==> src/rtl/telemetry_deframer.sv <==
// telemetry_deframer: hunts for a sync byte in the UART byte stream, assembles an
// 8-byte checksummed payload into four 16-bit fields and drops stalled packets.
`timescale 1ns/1ps
module telemetry_deframer #(
    parameter logic [7:0] SYNC_BYTE      = 8'hA5,
    parameter int         TIMEOUT_CYCLES = 208_333
) (
    input  logic        clk,
    input  logic        rst,
    input  logic [7:0]  rx_data,
    input  logic        rx_busy,
    output logic [15:0] cpu_freq_mhz,
    output logic [15:0] disk_speed_mbps,
    output logic [15:0] memory_usage,
    output logic [15:0] temperature_c,
    output logic        compute_enable,
    output logic        checksum_error,
    output logic        timeout_error,
    output logic [15:0] packet_count,
    output logic        in_packet
);
    localparam int TW = $clog2(TIMEOUT_CYCLES);
    localparam logic [TW-1:0] T_LAST = TW'(TIMEOUT_CYCLES - 1);

    typedef enum logic [1:0] {HUNT, PAYLOAD, CHECK} state_t;

    state_t        state, state_n;
    logic          prev_busy, strobe, timeout, good, bad;
    logic [2:0]    idx;
    logic [7:0]    sum;
    logic [TW-1:0] timer;
    logic [7:0]    shadow [8];

    // a completed byte is signalled by the falling edge of the receiver busy flag
    assign strobe    = prev_busy & ~rx_busy;
    assign in_packet = state != HUNT;

    always_ff @(posedge clk or negedge rst) begin
        if (!rst) state <= HUNT;
        else      state <= state_n;
    end

    always_comb begin
        state_n = state;
        timeout = state != HUNT && !strobe && timer == T_LAST;
        good    = state == CHECK && strobe && rx_data == sum;
        bad     = state == CHECK && strobe && rx_data != sum;
        case (state)
            HUNT:    state_n = strobe && rx_data == SYNC_BYTE ? PAYLOAD : HUNT;
            PAYLOAD: state_n = strobe && idx == 3'd7 ? CHECK : PAYLOAD;
            CHECK:   state_n = strobe ? HUNT : CHECK;
            default: state_n = HUNT;
        endcase
        if (timeout) state_n = HUNT;
    end

    // idx and sum sit at zero while hunting, so a sync byte starts from a clean slate
    always_ff @(posedge clk or negedge rst) begin
        if (!rst) begin
            prev_busy <= 1'b0;
            idx       <= '0;
            sum       <= '0;
            timer     <= '0;
            shadow    <= '{default: '0};
        end else begin
            prev_busy <= rx_busy;
            timer     <= state == HUNT || strobe || timeout ? '0 : timer + TW'(1);
            if (state == HUNT || timeout) begin
                idx <= '0;
                sum <= '0;
            end else if (state == PAYLOAD && strobe) begin
                shadow[idx] <= rx_data;
                sum         <= sum + rx_data;
                idx         <= idx + 3'd1;
            end
        end
    end

    always_ff @(posedge clk or negedge rst) begin
        if (!rst) begin
            cpu_freq_mhz    <= '0;
            disk_speed_mbps <= '0;
            memory_usage    <= '0;
            temperature_c   <= '0;
            compute_enable  <= 1'b0;
            checksum_error  <= 1'b0;
            timeout_error   <= 1'b0;
            packet_count    <= '0;
        end else begin
            compute_enable <= good;
            checksum_error <= bad;
            timeout_error  <= timeout;
            if (good) begin
                cpu_freq_mhz    <= {shadow[1], shadow[0]};
                disk_speed_mbps <= {shadow[3], shadow[2]};
                memory_usage    <= {shadow[5], shadow[4]};
                temperature_c   <= {shadow[7], shadow[6]};
                packet_count    <= packet_count + 16'd1;
            end
        end
    end
endmodule

==> config.mk <==
export PLATFORM = sky130hd
export DESIGN_NAME = telemetry_deframer
export DESIGN_NICKNAME = d
export VERILOG_FILES = /design/src/rtl/telemetry_deframer.sv
export SDC_FILE = /design/constraint.sdc
export NUM_CORES = 1
export LEC_CHECK = 0
export CORE_ASPECT_RATIO = 0.9
export CORE_MARGIN = 10
export CORE_UTILIZATION = 45
export CTS_CLUSTER_DIAMETER = 150
export DETAILED_ROUTE_END_ITERATION = 10
export PLACE_DENSITY = 0.72
export SLEW_MARGIN = 15
export SYNTH_ARGS = -nofsm -noshare
export SYNTH_HDL_FRONTEND = slang
export SYNTH_SLANG_ARGS = --single-unit
==> constraint.sdc <==
create_clock -name clk -period 3.3 [get_ports clk]
set_input_delay 0.495 -clock clk [delete_from_list [all_inputs] [get_ports clk]]
set_output_delay 0.495 -clock clk [all_outputs]
set_load 0.005 [all_outputs]
## Yosys cells after proc, flatten, opt, wreduce, memory -nomap -nowiden

Index checks and enable logic that the tools add are counted.

| storage, ports and cells | value |
|---|---|
| register bits | 179 |
| input bits | 11 |
| word-level logic and storage cells | 68 |

| cells by class | value |
|---|---|
| $add $sub $neg | 4 |
| order comparisons | 2 |
| equality and inequality tests | 7 |
| muxes and demuxes | 13 |
| bitwise operators | 4 |
| reduce and logical (&&, ||, !) cells | 17 |

Operators with widths:

| cell | count |
|---|---|
| $bwmux W64 | 1 |
| $demux W8 S3 | 1 |
| $mux W8 | 3 |
| $add A18 B1 Y18 const B | 1 |
| $eq A18 B18 Y1 const B | 1 |
| $mux W18 | 1 |
| $add A16 B1 Y16 const B | 1 |
| $logic_and A1 B1 Y1 | 9 |
| $add A8 B8 Y8 | 1 |
| $eq A8 B8 Y1 | 1 |
| $eq A8 B8 Y1 const B | 1 |
| $ne A8 B8 Y1 | 1 |
| $mux W2 | 3 |
| $mux W3 | 2 |
| $pmux W2 S3 | 1 |
| $ge A4 B4 Y1 const B | 1 |
| $lt A4 B1 Y1 const B | 1 |
| $not A3 Y4 | 1 |
| $reduce_bool A2 Y1 | 2 |
| $add A3 B1 Y3 const B | 1 |
| $eq A3 B3 Y1 const B | 1 |
| $logic_or A1 B1 Y1 | 3 |
| $eq A2 B1 Y1 const B | 1 |
| $eq A2 B2 Y1 const B | 1 |
| other kinds (6) | 7 |

## Longest topological paths before layout

Gate-level depths: netlist of the first run.

| depth | value |
|---|---|
| word-level depth | 8 |
| gate-level depth with buffers | 9 |
| mapped depth without buffers | 7 |

## Worst setup path before layout of the first run

OpenSTA, ideal clock, no wires.

| timing | value |
|---|---|
| path kind | input port to flip-flop |
| from | input port rx_data[4] |
| to | register packet_count[15] |
| arrival | 2.410 ns |
| data required time | 3.221 ns |
| slack | 0.811 ns |
| stages on the path | 9 |
| buffers on the path | 3 |
| cell sequence | ha_1 buf_6 or3_1 nand4bb_1 clkbuf_1 or3_1 buf_6 nor3_2 xor2_1 |

| on the way | value |
|---|---|
| word-level cells in the longest chain between the ends | 2 |

RTL lines:

| item | line | source |
|---|---|---|
| start: declaration | 10 | `input logic [7:0] rx_data,` |
| $eq A8 B8 Y1 | 46 | `good = state == CHECK && strobe && rx_data == sum;` |
| $logic_and A1 B1 Y1 | 46 |  |
| end signal: assignment | 98 | `packet_count <= packet_count + 16'd1;` |
| end: declaration | 19 | `output logic [15:0] packet_count,` |

No other way between the ends.
A chain may end at the register's enable or synchronous reset.

## Worst setup path in the final report of the first run

| timing | value |
|---|---|
| from | input port rx_data[6] |
| to | register packet_count[14] |

Same word-level chain as after synthesis.

==> out/results.txt, run 1 <==
Status: finished clean
ANT cells: 0
Final layout net count: 685
Core Area: 0.01624 mm²
Overall routing resource usage: 15.33%
Post-Route WL: 16.70 mm
Syn Nets: 572
Worst setup SP type: input pin
Drt pass-1 iters: 5
Met1 WL: 7.516 mm
FILL cells: 1261
Die Y: 142.6 µm
HPWL Detailed: 11.29 mm
Slew @ Worst Pin: 898.3 ps
Slew headroom: 40.11%
Max capacitance violation total: 0
Leakage power: 4.508 nW
Global route overflow: 0
CP dominant cell by count: nor4_1
Final Core Density: 57.54%
Mean Syn Cell Area: 13.71 µm²
Layout cells sized above 1: 27.79%
Max H-tree Level: 4
Yosys top cell area share: 59.64%
Fraction of registers with async set/reset: 100.0%
Critical path cell sequence: clkdlybuf4s50_1 > ha_1 > nor4_1 > buf_4 > nor3b_1 > nand3_1 > nor4_1 > xor2_1
Power Dens Cells: 459.6 mW/mm²
Max clock buf depth: 2
CTS tree: built
Clk_skew: 10.51 ps
Top-count cell post-synth: dfrtp_1
Final Hold Violating Endpoints: 0
Critical path's largest stage delay: 500 ps
Post-synth EDFFs: 0
Clk slew on worst S/H paths: 60 ps
Crit end category: flip-flop
Final Critical Period: 2786 ps
I/O Buffers: 94
Synth warn: 0
Die W: 156.2 µm
Reg-to-Reg End: packet_count[14]
Mean number of vias per cell: 5.474
CTS sink cnt: 179
Post-Place Cells: 849
WL met3: 1.114 mm
Synthesis-stage register bit count: 179
Primary FF master, synth: dfrtp_1
Met2 Wirelength: 7.799 mm
Initial DRC Count: 192
Fin cells: 880
Post-cts resize count: 0
Antenna violations before repair: 0
Crit-path max FO: 8
Peak VDD IR: 0.3833 mV
Number of global-route vias before repair: 5008
RD Place Congestion: 0.8199
Mapped Area: 0.007511 mm²
Critical Path AT: 3130 ps
Maximum clock rate: 358.9 MHz
RSZ-0062 raised after global routing: no
Rows: 44
Critical R2R Launch: sum[5]
Max Used Layer: met4
Via count: 4817
Area Overhead vs Synth: 24.42%
Yosys top cell by area: dfrtp_1
Register-to-Register Path Depth: 7
Setup TNS: 0 ps
Sequential share of the synthesized area: 59.64%
Pwr Total: 4.295 mW
First-pass GRT wire length: 26.97 mm
Distinct cells, synth: 47
Max Slew Vio Count: 0
Class of the worst hold path: in -> async
R2R Setup Slk: 740 ps
Worst endpoint required time: 3640 ps
Post-Synthesis Cells: 548
# IOs: 95
Hold buffers post-CTS: 0
Post-CTS Setup Inserts: 0
Starting Density: 46.25%
Total die area: 0.02227 mm²
Critical path class: in -> reg
Routed WL per cell: 18.98 µm
Clock root buffer master: clkbuf_16
TritonCTS Buffers: 17
Crit share post-route: 84.43%
Final Setup Violations: 0
Drt drc: 0
Largest cells by area after synthesis: dfrtp_1, mux2_2, xor2_1
Top post-synthesis cells by count: dfrtp_1, mux2_2, nor2_1
Pin count of the biggest net entering global routing: 78
Final ANT Viol Nets: 0
Skew-Pair Late Insertion Delay: 420 ps
CP max-delay cell: clkdlybuf4s50_1
[cells in the final DEF (no fill, tap or decap), drive strengths merged, types with 6 or more instances in the layout]
cell and count:
o21ai 7, dfrtp 179, nand4 8, nor4bb 6, buf 20, a22o 7
clkdlybuf4s50 93, mux2 129, nand2 23, nand3 13, ha 12, nor3 11
nor2 31, xnor2 15, clkbuf 21, inv 15, xor2 20, nor4 6
[metrics by stage]
stage	cell area [µm²]	setup slack, ps	hold slack, ps
finish	9345	513.9	100.1
global route	9345	341.3	160.9
CTS	9341	543.8	133.4
detailed placement	8781	125.9	467.7
global placement	8781	190.4	461.9
floorplan	7511	810.8	199.4
[report_power, final]
part | internal (mW) | switching [mW] | leakage, nW
clock network | 1.08 | 0.836 | 0.268
registers | 2.21 | 0.0116 | 2.48
logic | 0.0513 | 0.0986 | 1.76
[cells by family (layout without fill, tap and decap cells)]
family	Yosys count	after routing	synth area share, %
DFF	179	179	59.64
muxes	129	129	19.34
and+or+nand+nor	128	128	9.762
xor gates and xnor gates	35	35	4.081
AOI/OAI and AO/OA	34	34	3.165
buffers and inverters	30	155	1.749
adders and majority gates	13	13	2.265
[worst max-delay path, delay by kind of cell]
kind                     cells  cell delay (ps)
XOR/XNOR                     1              180
adder cells (fa/ha/maj)      1              440
buffers and inverters        2              710
AND/OR/NAND/NOR              4             1300
[registers in the layout, summed over array words and instances, names as in the netlist]
register,count
idx,3
prev_busy,1
timeout_error,1
cpu_freq_mhz,16
sum,8
disk_speed_mbps,16
shadow,64
state,2
checksum_error,1
compute_enable,1
packet_count,16
temperature_c,16
memory_usage,16
timer,18
[worst max-delay path by stage]
stage	end	from	slack [ps]	cells after the start
3_5_place_dp	packet_count[14]	rx_data[6]	130	8
2_1_floorplan	packet_count[15]	rx_data[4]	810	9
6_report	packet_count[14]	rx_data[6]	510	8
4_1_cts	packet_count[14]	rx_data[6]	540	8
3_3_place_gp	packet_count[12]	rx_data[6]	190	8
5_1_grt	packet_count[12]	rx_data[6]	340	8
[layout make-up]
type	count	area, µm²	area share (%)
Clock inverter	10	100.1	1.071
Clock buffer	21	460.4	4.927
Inverter	11	41.29	0.4418
Multi-Input combinational cell	339	2920	31.25
Tap cell	207	259.0	2.771
Timing Repair Buffer	113	1085	11.61
Sequential cell	179	4479	47.93
[layer usage]
layer | vias to the layer above | track usage, %
li1 | 2177 | -
met2 | 133 | 24.38
met1 | 2485 | 19.64
met3 | 22 | 5.017
met5 | - | 0
met4 | 0 | 4.417
No activity file was read; power rests on OpenSTA's default activity.
==> run 2, diff against run 1 <==
Settings changed: PLACE_DENSITY 0.72 to 0.75.
Clock period 3.3 ns to 2.4 ns, I/O delays scaled along.
==> run 2 against run 1 <==
  * Non-clock buffer count is 20 higher
  * Flip-flop and latch count did not move
  * Critical path depth is the same
  * Die area unchanged
  * Power rose by 41%
  * Clock skew is 1.6 ps lower
  * Final cell count is 2.4% higher
  * Sequential share of layout area decreased by 1.5 points
  * Sequential power grew 38%
  * Routed wire length up 1.6%
  * Critical endpoint is now packet_count[11]
  * Largest power group unchanged
==> out/results.txt, run 2 (synthesis results as in run 1) <==
Maximum clock rate: 434.9 MHz
Post-Route WL: 16.96 mm
Status: finished clean
Initial DRC Count: 259
Power Dens Cells: 627.4 mW/mm²
Placed inst area: 0.008961 mm²
Max capacitance violation total: 0
Critical Path AT: 2640 ps
RD Place Congestion: 0.8759
Starting Density: 46.25%
Drt pass-1 iters: 4
Max clock buf depth: 2
Total die area: 0.02227 mm²
# IOs: 95
Critical R2R Launch: sum[4]
Crit end category: flip-flop
CTS tree: built
Skew-Pair Late Insertion Delay: 420 ps
Worst endpoint required time: 2740 ps
Peak VDD IR: 0.4995 mV
Final ANT Viol Nets: 0
CTS sink cnt: 179
Slew headroom: 66.64%
Crit-path max FO: 6
Final Hold Violating Endpoints: 0
Most common cell after layout, fill and taps aside: dfrtp_1
Rows: 44
Post-CTS Setup Inserts: 0
Die Y: 142.6 µm
Die W: 156.2 µm
Overall routing resource usage: 15.77%
Max reg flops: 64
Number of global-route vias before repair: 5225
Min Hold Slack: 410.9 ps
TritonCTS Buffers: 17
Register-to-Register Path Depth: 6
Final Setup Violations: 0
Most frequent cells in the layout: dfrtp_1, mux2_2, clkdlybuf4s50_1, buf_4, nor2_1
Post-route cell area: 0.009644 mm²
I/O Buffers: 94
Final layout net count: 705
HPWL Detailed: 11.60 mm
Critical path class: in -> reg
Clk_skew: 8.867 ps
Core Area: 0.01624 mm²
ANT cells: 0
Slew @ Worst Pin: 496.6 ps
Max Slew Vio Count: 0
First-pass GRT wire length: 27.71 mm
Leakage power: 4.653 nW
Area Overhead vs Synth: 28.40%
Pin count of the biggest net entering global routing: 57
Layout cells sized above 1: 31.27%
RSZ-0062 raised after global routing: no
Global route overflow: 0
Drt drc: 0
Max H-tree Level: 4
Worst setup SP type: input pin
Class of the worst hold path: in -> async
Critical path origin: rx_data[5]
Antenna violations before repair: 0
Routed WL per cell: 18.83 µm
Mean number of vias per cell: 5.385
Largest regs: shadow (64), timer (18)
Clock root buffer master: clkbuf_16
Final Critical Period: 2299 ps
Clk slew on worst S/H paths: 60 ps
Via count: 4852
Largest Register: shadow
Crit share post-route: 95.80%
==> run 2: critical path, stage by stage <==
cell             delay [ps]
clkdlybuf4s50_1         570
ha_4                    250
nor4_4                  360
buf_4                   190
nand4bb_4               110
or3_4                   450
nor4_4                  170
xor2_1                  170
==> run 2: what timing repair did <==
action	4_1_cts	5_1_grt
cloned	0	0
endpoints found under the setup margin	74	10
pin swaps	0	2
gates resized for setup	3	9
hold endpoints to repair	33	0
hold buffers	1	0
==> run 2: area by class of cell <==
type / instances / area [µm²]
fill: 1231 / 6596
sequential: 179 / 4479
multi-input combinational: 339 / 2997
timing repair buffer: 133 / 1275
clock buffer: 21 / 480.5
tap: 207 / 259.0
clock inverter: 11 / 112.6
inverter: 11 / 41.29
==> run 2: worst paths after layout <==
| path | end | slack (ps) |
|---|---|---|
| worst min register to register | packet_count[15] | 480 |
| min in group clk | packet_count[15] | 480 |
| max in group asynchronous | shadow[30] | 1220 |
| worst max register to register | packet_count[11] | 140 |
| worst max-delay path | packet_count[11] | 100 |
| worst min-delay path | timer[2] | 410 |
==> run 2: stage by stage <==
step | worst slack [ps] | std cells | power, mW | utilization [%] | setup TNS [ps]
2_1_floorplan | 45.76 | 548 | 3.177 | - | 0
3_3_place_gp | -660.8 | 868 | 3.329 | 55.18 | -38790
3_5_place_dp | -679.5 | 868 | 3.338 | 55.18 | -40050
4_1_cts | 2.981 | 901 | 6.111 | 59.02 | 0
5_1_grt | 0.3748 | 901 | 6.265 | 59.38 | 0
6_report | 100.9 | 901 | 6.051 | 59.38 | 0
==> run 2: power by group <==
group,total (mW),switching (mW),internal (mW),leakage (nW)
clock,2.77,1.20,1.56,0.285
combinational,0.226,0.140,0.0858,1.88
sequential,3.06,0.0170,3.04,2.48
==> run 2: per-layer routing <==
| layer | wire [µm] | global-route usage [%] | vias up | part of all wire (%) |
|---|---|---|---|---|
| met5 | 0 | 0 | - | 0 |
| met4 | 340 | 5.211 | 0 | 2.0 |
| met3 | 1092 | 5.107 | 26 | 6.4 |
| met2 | 7775 | 24.67 | 130 | 46 |
| met1 | 7755 | 20.31 | 2487 | 46 |
| li1 | - | - | 2209 | - |
